$ cat src/rtl/cache_pkg.sv
// Shared definitions for the baseline blocking cache controller:
// FSM states, processor request types and the Moore output decode.
package cache_pkg;

    typedef enum logic [3:0] {
        IDLE,
        TC,
        IN,
        RD,
        WD,
        SP,
        SPW,
        RR,
        RW,
        RU,
        WAIT
    } state_t;

    localparam logic [2:0] REQ_READ  = 3'd0;
    localparam logic [2:0] REQ_WRITE = 3'd1;
    localparam logic [2:0] REQ_INIT  = 3'd2;

    // State-decoded (registered) control outputs.
    typedef struct packed {
        logic memreq_rdy;
        logic memresp_val;
        logic cache_req_val;
        logic cache_resp_rdy;
        logic reg_en_M0;
        logic tarray_en;
        logic tarray_wen;
        logic z6b_sel;
        logic darray_write_mux_sel;
        logic darray_wen;
        logic write_en_sel;
        logic spill_or_refill_sel;
    } moore_t;

    // Values held while reset is asserted: only the processor port looks ready.
    localparam moore_t RESET_OUT = '{memreq_rdy: 1'b1, default: 1'b0};

    // Moore output pattern for a given state.
    function automatic moore_t decode(input state_t s);
        moore_t o;
        o = '0;
        case (s)
            IDLE: begin
                o.memreq_rdy = 1'b1;
                o.reg_en_M0  = 1'b1;
            end
            TC:   o.tarray_en = 1'b1;
            IN: begin
                o.tarray_wen   = 1'b1;
                o.darray_wen   = 1'b1;
                o.write_en_sel = 1'b1;
            end
            RD:   o.tarray_en = 1'b1;
            // Processor write data selected (mux sel left at 0).
            WD:   o.darray_wen = 1'b1;
            SP:   o.cache_req_val = 1'b1;
            SPW:  o.cache_resp_rdy = 1'b1;
            RR: begin
                o.cache_req_val       = 1'b1;
                o.spill_or_refill_sel = 1'b1;
            end
            // Refill data selected; the data-array write itself is handshake-qualified.
            RW: begin
                o.cache_resp_rdy       = 1'b1;
                o.darray_write_mux_sel = 1'b1;
            end
            RU: begin
                o.tarray_wen = 1'b1;
                o.z6b_sel    = 1'b1;
            end
            WAIT: o.memresp_val = 1'b1;
            default: ;
        endcase
        return o;
    endfunction

endpackage

$ cat src/rtl/cache_valid_array.sv
// Per-line valid bits: async clear on reset, clear-all on flush,
// set by index, combinational read on the same index.
module cache_valid_array
    import cache_pkg::*;
#(
    parameter int NUM_LINES = 16,
    localparam int IDX_W = $clog2(NUM_LINES)
) (
    input  logic             clk,
    input  logic             reset,
    input  logic             set_en,
    input  logic             clr_all,
    input  logic [IDX_W-1:0] idx,
    output logic             rd_val
);

    logic [NUM_LINES-1:0] valid;

    // Clear-all has priority; it only happens in IDLE, so it never races a set.
    always_ff @(posedge clk or negedge reset) begin
        if (!reset) begin
            valid <= '0;
        end else if (clr_all) begin
            valid <= '0;
        end else if (set_en) begin
            valid[idx] <= 1'b1;
        end
    end

    assign rd_val = valid[idx];

endmodule

$ cat src/rtl/cache_base_ctrl.sv
// Control unit for the baseline blocking direct-mapped write-back cache.
// Sequences tag check, data access, per-word spill/refill and response;
// owns the line valid bits. Dirty and word-count status come from the datapath.
module cache_base_ctrl
    import cache_pkg::*;
#(
    parameter int NUM_LINES = 16,
    localparam int IDX_W = $clog2(NUM_LINES)
) (
    input  logic             clk,
    input  logic             reset,
    input  logic             memreq_val,
    output logic             memreq_rdy,
    input  logic [2:0]       memreq_type,
    input  logic [IDX_W-1:0] memreq_idx,
    output logic             memresp_val,
    input  logic             memresp_rdy,
    output logic             cache_req_val,
    input  logic             cache_req_rdy,
    input  logic             cache_resp_val,
    output logic             cache_resp_rdy,
    input  logic             flush,
    input  logic             tarray_match,
    input  logic             current_dirty,
    input  logic             spill_done,
    input  logic             refill_req_done,
    input  logic             refill_resp_done,
    output logic             reg_en_M0,
    output logic             tarray_en,
    output logic             tarray_wen,
    output logic             z6b_sel,
    output logic             darray_write_mux_sel,
    output logic             darray_wen,
    output logic             write_en_sel,
    output logic             spill_one_word_done,
    output logic             refill_one_word_req_sent,
    output logic             refill_one_word_resp_received,
    output logic             Spill_or_Refill_sel
);

    state_t     state;
    state_t     next_state;
    moore_t     out_q;
    logic [2:0] req_type;
    logic       line_valid;
    logic       hit;
    logic       req_fire;
    logic       is_write;
    logic       spw_fire;
    logic       rr_fire;
    logic       rw_fire;

    cache_valid_array #(.NUM_LINES(NUM_LINES)) u_valid (
        .clk     (clk),
        .reset   (reset),
        .set_en  ((state == IN) || (state == RU)),
        .clr_all ((state == IDLE) && flush && !memreq_val),
        .idx     (memreq_idx),
        .rd_val  (line_valid)
    );

    assign req_fire = (state == IDLE) && memreq_val;
    assign hit      = line_valid && tarray_match;
    assign is_write = (req_type == REQ_WRITE);

    // Handshake-qualified pulses: only while the partner side actually fires.
    assign spw_fire = (state == SPW) && cache_resp_val;
    assign rr_fire  = (state == RR)  && cache_req_rdy;
    assign rw_fire  = (state == RW)  && cache_resp_val;

    // Next-state selection.
    always_comb begin
        next_state = state;
        case (state)
            IDLE: if (memreq_val) next_state = TC;
            TC: begin
                if (req_type == REQ_INIT)            next_state = IN;
                else if (hit)                        next_state = is_write ? WD : RD;
                else if (line_valid && current_dirty) next_state = SP;
                else                                 next_state = RR;
            end
            IN, RD, WD: next_state = WAIT;
            SP:   if (cache_req_rdy) next_state = SPW;
            SPW:  if (cache_resp_val) next_state = spill_done ? RR : SP;
            RR:   if (cache_req_rdy && refill_req_done) next_state = RW;
            RW:   if (cache_resp_val && refill_resp_done) next_state = RU;
            RU:   next_state = is_write ? WD : RD;
            WAIT: if (memresp_rdy) next_state = IDLE;
            default: next_state = IDLE;
        endcase
    end

    // State register, registered Moore outputs and the latched request type.
    // Outputs are decoded from next_state so they line up with the state register.
    always_ff @(posedge clk or negedge reset) begin
        if (!reset) begin
            state    <= IDLE;
            out_q    <= RESET_OUT;
            req_type <= REQ_READ;
        end else begin
            state <= next_state;
            out_q <= decode(next_state);
            if (req_fire) req_type <= memreq_type;
        end
    end

    assign memreq_rdy                    = out_q.memreq_rdy;
    assign memresp_val                   = out_q.memresp_val;
    assign cache_req_val                 = out_q.cache_req_val;
    assign cache_resp_rdy                = out_q.cache_resp_rdy;
    assign reg_en_M0                     = out_q.reg_en_M0;
    assign tarray_en                     = out_q.tarray_en;
    assign tarray_wen                    = out_q.tarray_wen;
    assign z6b_sel                       = out_q.z6b_sel;
    assign darray_write_mux_sel          = out_q.darray_write_mux_sel;
    assign darray_wen                    = out_q.darray_wen | rw_fire;
    assign write_en_sel                  = out_q.write_en_sel;
    assign Spill_or_Refill_sel           = out_q.spill_or_refill_sel;
    assign spill_one_word_done           = spw_fire;
    assign refill_one_word_req_sent      = rr_fire;
    assign refill_one_word_resp_received = rw_fire;

endmodule
$ cat config.mk
export PLATFORM = sky130hd
export DESIGN_NAME = cache_base_ctrl
export DESIGN_NICKNAME = d
export VERILOG_FILES = /design/src/rtl/cache_pkg.sv /design/src/rtl/cache_valid_array.sv /design/src/rtl/cache_base_ctrl.sv
export SDC_FILE = /design/constraint.sdc
export NUM_CORES = 1
export LEC_CHECK = 0
export BUFFER_PORTS_ARGS = -buffer_cell sky130_fd_sc_hd__buf_2
export CORE_MARGIN = 3
export CORE_UTILIZATION = 45
export CTS_BUF_LIST = sky130_fd_sc_hd__clkbuf_4
export CTS_CLUSTER_DIAMETER = 200
export CTS_CLUSTER_SIZE = 20
export DETAILED_ROUTE_END_ITERATION = 8
export PLACE_DENSITY = 0.74
export SYNTH_ARGS = -nofsm -noshare
export SYNTH_HDL_FRONTEND = slang
export SYNTH_SLANG_ARGS = --single-unit
$ cat constraint.sdc
create_clock -name clk -period 2.3 [get_ports clk]
set_input_delay 0.46 -clock clk [delete_from_list [all_inputs] [get_ports clk]]
set_output_delay 0.46 -clock clk [all_outputs]
set_load 0.005 [all_outputs]
==> impl_metrics.toml, run 1 <==
[run_status]
status = "finished clean"

[detailed_routing]
drtIter0Drc = 134
ant_nets = 0
wl_per_cell_um = 14.45
wirelength_um = 3772
drcViolationCount = 0
vias_per_cell = 5.559
dr_total_vias = 1451
drt_pass1_iterations = 4

[floorplanning]
dieWidth_um = 67.90
io_pins = 34
start_util_pct = 48.97
std_cell_rows = 21
dieArea_mm2 = 0.004610
core_area_mm2 = 0.003521
die_h_um = 67.90

[place]
gp_congestion = 0.8906
placed_cells = 253
dpl_cell_area_mm2 = 0.001989
portBuffers = 33
hpwl_um = 2783

[global_routing]
grt_pass1_wl_um = 6154
grt_use_total_pct = 18.09
grt-ovfl-total = 0
grt_max_degree = 36
antenna_found_initial = 0
grt_pass1_vias = 1402

[yosys]
postSynthCellCount = 171
postSynthAreaPerCell_um2 = 10.08
synth.distinct_cells = 41
synth_compound_area_share_pct = 15.67
ys_seq_elements = 35
synthesis.nets = 190
synthXorXnorAreaFrac_pct = 0
synth.area.mux_share_pct = 7.184
synth_top_family_by_area = "simple AND/OR/NAND/NOR gates"
yosysWarnings = 0
syn-cell-area_mm2 = 0.001724
yosys.area_share.simple_pct = 22.86
yosysSeqAreaShare_pct = 50.87
yosys.area_share.adder_pct = 0

[power]
leakagePower_nw = 1.019
total_power_mw = 2.404
p_per_area_mw_per_mm2 = 1164
vdd_ir_drop_max_mv = 0.4985

[sta]
fmax_mhz = 456.5
setup_viol = 0
hold_viol_final = 0
rsz0062_at_grt = "false"
finalCritPeriodShare_pct = 95.25
finClkSkew_ns = 0.006918
layout_min_cycle_time_ns = 2.191
max-slew-margin-rel_pct = 49.46
max_slew.worst_pin.slew_ns = 0.7582
slew_violations = 0

[cts]
cts_buffers = 5
cts.sinks = 35
insertion_delay_ns = 0.33
cts_root_buffer = "clkbuf_4"
htreeDepth = 2
cts_tree = "done"
clk_pin_slew_worst_paths_ns = 0.11
clockBufferDepth = 2

[layout]
area_delta_synth_final_pct = 19.81
final_nets = 233
diodes = 0
multiInputGateArea_um2 = 805.8
seqCellArea_um2 = 878.3
final_cell_mix = "dfrtp_1 (33), buf_2 (33), nor2_1 (26)"
fin_area_mm2 = 0.002066
final_cells = 261
nFillCells = 319
drive_gt1_share_pct = 32.56

[setup_path]
max_stage_delay_ns = 0.44
path_cells = "or3b_1, a32oi_2, o21ai_1, a311o_2, buf_4, or2_1, nor3_2"
critPathRequiredTime_ns = 2.55
timing.rr.end = "reg_en_M0$_DFF_PN0_"
worstPathArrival_ns = 2.44
rrSetupSlack_ns = 0.11
reg2reg_depth = 7
path_class = "reg -> reg"
start_kind = "flip-flop"
r2r-start = "req_type[2]$_DFFE_PN0P_"
cp-end-kind = "flip-flop"
crit_path_max_fanout = 5
crit_slowest_cell = "or3b_1"

[min_path]
hold_path.class = "in -> async"

[run]
max_cap_violations = 0
## layout make-up
class	count	area share, %
multi-input cells	123	39.01
repair buffers	44	11.99
well taps	46	2.786
inverters	5	0.9085
flip-flops and latches	35	42.52
clock buffers	6	2.180
clock inverters	2	0.6057
## synth_stat cells
library cell	n	area share (%)
nor2_1	26	5.7
buf_2	2	0.58
nor2b_1	6	2.2
o21ai_0	2	0.58
a31o_2	1	0.51
dfstp_2	1	1.5
and3_1	2	0.73
nand2_1	12	2.6
a221oi_1	1	0.51
and4b_1	2	1.2
or3b_1	3	1.5
o2bb2ai_1	1	0.51
dfrtp_1	34	49
o21ai_1	4	1.2
nor3b_1	2	0.87
nand3b_1	3	1.3
nand3_1	4	1.2
nor3_1	2	0.58
nand4bb_1	1	0.65
mux2_2	3	2.0
and2_1	3	1.1
a311o_2	1	0.65
clkbuf_1	5	1.1
mux4_2	4	5.2
a22oi_2	2	1.5
or2_2	1	0.36
buf_6	1	0.65
a21o_1	1	0.44
a32oi_1	1	0.51
a21oi_1	21	6.1
nand2b_1	5	1.8
a31oi_1	1	0.36
a2bb2oi_1	1	0.51
a22oi_1	1	0.44
a211oi_1	1	0.44
a211o_1	1	0.51
inv_1	5	1.1
o21a_1	1	0.44
or4b_4	1	0.80
or2_1	1	0.36
o311a_1	1	0.58
## sequential cells by signal (all words and copies together), names as in the netlist
name / flops
state: 4
u_valid.valid: 16
write_en_sel: 1
tarray_wen: 1
reg_en_M0: 1
darray_write_mux_sel: 1
cache_req_val: 1
Spill_or_Refill_sel: 1
tarray_en: 1
req_type: 3
memreq_rdy: 1
cache_resp_rdy: 1
memresp_val: 1
z6b_sel: 1
out_q: 1
## per-layer routing
metal | wire, um | track usage (%)
met5 | 0 | 0
met4 | 87 | 9.429
met3 | 209 | 4.105
met2 | 1871 | 29.53
met1 | 1604 | 22.39
## power breakdown
part	internal, mW	total, mW	switching, mW
Combinational	0.520	1.03	0.514
Sequential	0.856	1.04	0.182
Clock	0.130	0.333	0.203
Total	1.51	2.40	0.899
## critical path, delay by kind of cell (launching register included)
| kind | cells | cell delay, ns |
|---|---|---|
| AND/OR/NAND/NOR | 3 | 0.82 |
| AO/OA/AOI/OAI | 3 | 0.71 |
| flip-flops | 1 | 0.42 |
| buffers and inverters | 1 | 0.15 |
## stage by stage
step	TNS (ns)	setup slack (ns)	util (%)	hold slack, ns
finish	0	0.1093	58.67	0.1857
global route	0	0.01768	58.67	0.2176
CTS	0	0.06320	58.14	0.1973
detailed placement	-0.1224	-0.06145	56.50	0.4848
global placement	-0.01788	-0.01788	56.50	0.4795
floorplan	0	0.07326	-	0.1644
## timing repair
action / in CTS / in global routing
setup buffers: 0 / 0
endpoints found under the setup margin: 0 / 4
gates resized for setup: 0 / 4
hold buffers: 0 / 0
## how the worst max path moves through the flow
stage                                        from                   to  slack [ns]  cells after the start
after floorplan                     memreq_idx[0]   out_q[2]$_DFF_PN0_        0.07                      7
final                     req_type[2]$_DFFE_PN0P_  reg_en_M0$_DFF_PN0_        0.11                      7
after CTS                 req_type[2]$_DFFE_PN0P_  reg_en_M0$_DFF_PN0_        0.06                      7
after detailed placement            memreq_idx[0]   out_q[2]$_DFF_PN0_       -0.06                      7
after global placement              memreq_idx[0]   out_q[2]$_DFF_PN0_       -0.02                      7
after global routing      req_type[2]$_DFFE_PN0P_  reg_en_M0$_DFF_PN0_        0.02                      7
## cell families after synthesis
| logic type | after synthesis |
|---|---|
| flops | 35 |
| simple gates | 74 |
| compound gates | 42 |
| buf+inv | 13 |
| mux | 7 |
(Power assumes the default switching activity.)
==> inputs of run 2 (changes only) <==
--- a/config.mk
+++ b/config.mk
@@ -5,14 +5,14 @@
 export SDC_FILE = /design/constraint.sdc
 export NUM_CORES = 1
 export LEC_CHECK = 0
-export BUFFER_PORTS_ARGS = -buffer_cell sky130_fd_sc_hd__buf_2
 export CORE_MARGIN = 3
 export CORE_UTILIZATION = 45
 export CTS_BUF_LIST = sky130_fd_sc_hd__clkbuf_4
 export CTS_CLUSTER_DIAMETER = 200
 export CTS_CLUSTER_SIZE = 20
 export DETAILED_ROUTE_END_ITERATION = 8
-export PLACE_DENSITY = 0.74
+export DONT_BUFFER_PORTS = 1
+export PLACE_DENSITY = 0.71
 export SYNTH_ARGS = -nofsm -noshare
 export SYNTH_HDL_FRONTEND = slang
 export SYNTH_SLANG_ARGS = --single-unit
==> impl_metrics.toml, run 2 (synthesis gave the netlist of run 1 again) <==
[detailed_routing]
ant_nets = 0
drcViolationCount = 0
drtIter0Drc = 91
wl_met3_um = 237
vias_per_cell = 5.637
wl_met2_um = 1820
dr_total_vias = 1274
drt_pass1_iterations = 4
wl_per_cell_um = 15.83
wl_met1_um = 1477
wirelength_um = 3578
maxUsedRoutingLayer = "met4"

[run_status]
status = "finished clean"

[layout]
drive_gt1_share_pct = 16.67
diodes = 0
final_common_cell = "dfrtp_1"
largest_reg_flops = 16
reg.largest.list = "u_valid.valid x16, state x4, req_type x3"
final_nets = 198
area_delta_synth_final_pct = 11.90
final_cell_mix = "dfrtp_1 (34), nor2_1 (26), a21oi_1 (21)"
largest-register = "u_valid.valid"
fin_util_pct = 54.80

[power]
total_power_mw = 2.470
leakagePower_nw = 0.8861
vdd_ir_drop_max_mv = 0.4618
p_per_area_mw_per_mm2 = 1280

[global_routing]
grt_pass1_wl_um = 5961
grt_use_total_pct = 17.55
grt-ovfl-total = 0
grt_max_degree = 36
antenna_found_initial = 0
grt_pass1_vias = 1297

[cts]
cts_resized = 0
hold_buffers = 2
clk_pin_slew_worst_paths_ns = 0.11
clockBufferDepth = 2
cts_tree = "done"
cts_root_buffer = "clkbuf_4"
cts.sinks = 35
cts_buffers = 5
postCtsSetupBuffers = 0
htreeDepth = 2
insertion_delay_ns = 0.34

[floorplanning]
io_pins = 34
start_util_pct = 48.97
dieArea_mm2 = 0.004610
core_area_mm2 = 0.003521
std_cell_rows = 21
dieWidth_um = 67.90
die_h_um = 67.90

[run]
max_cap_violations = 0

[sta]
layout_min_cycle_time_ns = 2.195
fin_tns_setup_ns = 0
rsz0062_at_grt = "false"
slew_violations = 0
setup_viol = 0
max-slew-margin-rel_pct = 63.66
finalCritPeriodShare_pct = 95.44
hold_viol_final = 0
max_slew.worst_pin.slew_ns = 0.5414
finClkSkew_ns = 0.01774
fmax_mhz = 455.6

[setup_path]
rrSetupSlack_ns = 0.10
worstPathArrival_ns = 2.47
cp-end-kind = "flip-flop"
startpoint = "req_type[2]$_DFFE_PN0P_"
crit_path_max_fanout = 8
path_class = "reg -> reg"
start_kind = "flip-flop"
timing.rr.end = "out_q[2]$_DFF_PN0_"
reg2reg_depth = 6
r2r-start = "req_type[2]$_DFFE_PN0P_"
critPathRequiredTime_ns = 2.57

[min_path]
hold_start = "memreq_type[1]"
hold_depth = 1
whs_endpoint = "req_type[1]$_DFFE_PN0P_"
hold_path.class = "in -> reg"

[place]
gp_congestion = 0.8897
portBuffers = 0
hpwl_um = 2762
-- run 2: cell count changes in the layout (fill, tap and decap cells not counted), sizes merged --
cell         delta
clkinvlp        -1
clkinv          -1
dlygate4sd3     +1
bufinv          +2
buf            -36
-- run 2: routing by layer --
layer | vias up | global-route usage [%]
li1 | 623 | -
met1 | 608 | 19.81
met2 | 36 | 30.98
met3 | 7 | 6.240
met4 | 0 | 5.459
met5 | - | 0
-- run 2: per-stage QoR --
| step | cell area, um2 | instances | worst slack (ns) | hold slack [ns] |
|---|---|---|---|---|
| after floorplan | 1724 | 171 | 0.07326 | 0.1644 |
| after global placement | 1794 | 216 | 0.1514 | 0.1657 |
| after detailed placement | 1794 | 216 | 0.1168 | 0.1655 |
| after CTS | 1929 | 226 | 0.1153 | 0.2562 |
| after global routing | 1929 | 226 | 0.0004683 | 0.2478 |
| final | 1929 | 226 | 0.1050 | 0.2610 |
-- run 2: worst max-delay path by stage --
stage	end	slack, ns	depth (start not counted)
final	out_q[2]$_DFF_PN0_	0.10	6
after global routing	out_q[2]$_DFF_PN0_	0.0005	7
after CTS	out_q[2]$_DFF_PN0_	0.12	6
after detailed placement	out_q[2]$_DFF_PN0_	0.12	6
after global placement	out_q[2]$_DFF_PN0_	0.15	6
after floorplan	out_q[2]$_DFF_PN0_	0.07	7
-- run 2: area by class of cell --
type | count | area [um2]
clock buffers | 6 | 45.04
clock inverters | 2 | 60.06
fillers | 318 | 1592
inverters | 5 | 18.77
multi-input cells | 123 | 788.3
flip-flops and latches | 35 | 877.1
well taps | 46 | 57.56
repair buffers | 9 | 82.58
-- run 2: power by group --
group          internal, mW  switching (mW)
Combinational         0.421           0.463
Clock                 0.351           0.197
Sequential            0.856           0.182
-- run 2: worst max-delay path: stages (launching register included) --
cell and delay [ns]:
dfrtp_1 0.42, or3b_1 0.43, a32oi_1 0.24, o311a_1 0.21, o21ai_1 0.20, or4b_4 0.55
o21ai_1 0.08
==> inputs of run 3 (changes only) <==
--- a/config.mk
+++ b/config.mk
@@ -5,6 +5,7 @@
 export SDC_FILE = /design/constraint.sdc
 export NUM_CORES = 1
 export LEC_CHECK = 0
+export ABC_AREA = 1
 export CORE_MARGIN = 3
 export CORE_UTILIZATION = 45
 export CTS_BUF_LIST = sky130_fd_sc_hd__clkbuf_4
==> impl_metrics.toml, run 3 <==
[global_routing]
grt_use_total_pct = 17.33
grt_pass1_vias = 1382
grt_max_degree = 36
antenna_found_initial = 0
grt_pass1_wl_um = 5954
grt-ovfl-total = 0

[setup_path]
startpoint = "state[0]$_DFF_PN0_"
max_stage_delay_ns = 0.41
cp-end-kind = "output port"
reg2reg_depth = 8
rrSetupSlack_ns = 0.56
crit_top_cell = "nor2_1"
r2r-start = "state[0]$_DFF_PN0_"
worstPathArrival_ns = 1.50
timing.rr.end = "u_valid.valid[7]$_DFFE_PN0P_"
path_class = "reg -> out"
crit_slowest_cell = "dfrtp_1"
path_buf_inv = 0
critPathRequiredTime_ns = 1.84
crit_path_max_fanout = 4
path_cells = "nor2_1, nand2_1, nor2_1, or2_2"
crit_family = "simple AND/OR/NAND/NOR gates"
start_kind = "flip-flop"

[yosys]
yosysMostFrequentCell = "nand2_1"
synth.distinct_cells = 28
synth_ff_type = "dfrtp_1"
yosysSeqAreaShare_pct = 50.04
ys_seq_elements = 35
yosys-top-cells-count = "nand2_1 (66), nor2_1 (35), dfrtp_1 (34)"
postSynthAreaPerCell_um2 = 7.826
synthesis.nets = 243
yosysWarnings = 0
postSynth.asyncResetShare_pct = 100.0
postSynthCellCount = 224
synth-edff-count = 0
synth_top_area_share_pct = 48.54
synth.area.top_cells = "dfrtp_1 (49%), nand2_1 (14%), nor2_1 (7.5%)"
yosys.area.top_type = "dfrtp_1"
syn-cell-area_mm2 = 0.001753

[detailed_routing]
maxUsedRoutingLayer = "met4"
drt_pass1_iterations = 4
drtIter0Drc = 81
dr_total_vias = 1425
wirelength_um = 3585
wl_met2_um = 1698
vias_per_cell = 5.071
wl_met3_um = 225
wl_met1_um = 1628
wl_per_cell_um = 12.76
drcViolationCount = 0
ant_nets = 0

[min_path]
hold_start = "memreq_type[2]"
hold_path.class = "in -> reg"
hold_depth = 2
whs_endpoint = "req_type[2]$_DFFE_PN0P_"

[power]
leakagePower_nw = 1.039
p_sw_share_pct = 43.70
p_seq_share_pct = 42.5
power_frac_clock_pct = 14.6
p_comb_share_pct = 42.9
total_power_mw = 2.403
p_per_area_mw_per_mm2 = 1267
p_int_mw = 1.353
p_switching_mw = 1.050
vdd_ir_drop_max_mv = 0.6407

[layout]
largest_reg_flops = 16
final_common_cell = "nand2_1"
final_nets = 251
fin_area_mm2 = 0.001897
area_delta_synth_final_pct = 8.208
final_cells = 281
diodes = 0
largest-register = "u_valid.valid"
fin_util_pct = 51.04
final_cell_mix = "nand2_1 (66), nor2_1 (35), dfrtp_1 (34)"
drive_gt1_share_pct = 12.88
reg.largest.list = "u_valid.valid x16, state x4, req_type x3"

[cts]
postCtsSetupBuffers = 0
hold_buffers = 2
cts_root_buffer = "clkbuf_4"
clk_pin_slew_worst_paths_ns = 0.11
cts_resized = 0
cts_buffers = 5
cts_tree = "done"
clockBufferDepth = 2
insertion_delay_ns = 0.35
cts.sinks = 35
htreeDepth = 2

[run_status]
status = "finished clean"

[sta]
hold_viol_final = 0
setup_viol = 0
max_slew.worst_pin.slew_ns = 0.5376
fin_ws_ns = 0.3419
layout_min_cycle_time_ns = 1.958
fmax_mhz = 510.7
fin_tns_setup_ns = 0
finalCritPeriodShare_pct = 85.13
slew_violations = 0
max-slew-margin-rel_pct = 63.88
rsz0062_at_grt = "false"
finClkSkew_ns = 0.008432
fin_hold_ws_ns = 0.2297

[place]
pre_cts_ws_ns = 0.5946
portBuffers = 0
gp_congestion = 0.8742
hpwl_um = 2694
placed_cells = 271
dpl_cell_area_mm2 = 0.001805

[floorplanning]
die_h_um = 68.42
io_pins = 34
core_area_mm2 = 0.003716
dieArea_mm2 = 0.004681
start_util_pct = 47.17
dieWidth_um = 68.42
std_cell_rows = 22

[run]
max_cap_violations = 0
-- run 3: changes by cell type after synthesis, sizes merged, moves of 5 or more --
cell / previous run / this run
inv: 5 / 31
nand2b: 5 / 0
nor2: 26 / 36
nor2b: 6 / 0
nand3: 4 / 10
nor3: 2 / 10
nand2: 12 / 68
-- run 3: layer usage --
metal  up-vias  track usage [%]
met5         -                0
met4         0            7.444
met3         4            5.583
met2        38            28.13
met1       661            20.93
li1        722                -
-- run 3: final cells by class --
class                           count  area (um2)
Inverter                           31       116.4
Timing Repair Buffer                3       37.54
Tap cell                           48       60.06
Clock inverter                      3       23.77
Multi-Input combinational cell    156       744.5
Clock buffer                        5       37.54
Fill cell                         381        1819
Sequential cell                    35       877.1
-- run 3: cell families after synthesis --
group,count (synthesis),synth area share [%]
simple gates,127,32.19
flops,35,50.04
buf+inv,33,7.494
compound gates,29,10.28
-- run 3: worst max-delay path by stage --
stage	endpoint	slack [ns]	depth (start not counted)
2_1_floorplan	reg_en_M0$_DFF_PN0_	0.81	13
4_1_cts	darray_wen	0.31	4
3_3_place_gp	u_valid.valid[7]$_DFFE_PN0P_	0.58	8
3_5_place_dp	reg_en_M0$_DFF_PN0_	0.59	10
6_report	darray_wen	0.34	4
5_1_grt	darray_wen	0.20	4
-- run 3: worst reg2reg max path, cell delays in order, from the launching register on --
cell and delay [ns]:
dfrtp_1 0.39, inv_1 0.06, nor2_1 0.12, inv_1 0.09, nor2_1 0.18, a21oi_1 0.13, nor3_1 0.46, a21oi_1 0.14
nor2_1 0.11
-- run 3: power groups by stage --
stage | clock, mW | combinational (mW) | sequential, mW
finish | 0.351 | 1.03 | 1.02
floorplan | 0 | 0.841 | 0.993
global route | 0.394 | 1.21 | 1.05
CTS | 0.368 | 1.04 | 1.02
global placement | 0 | 0.997 | 1.04
detailed placement | 0 | 1.02 | 1.04
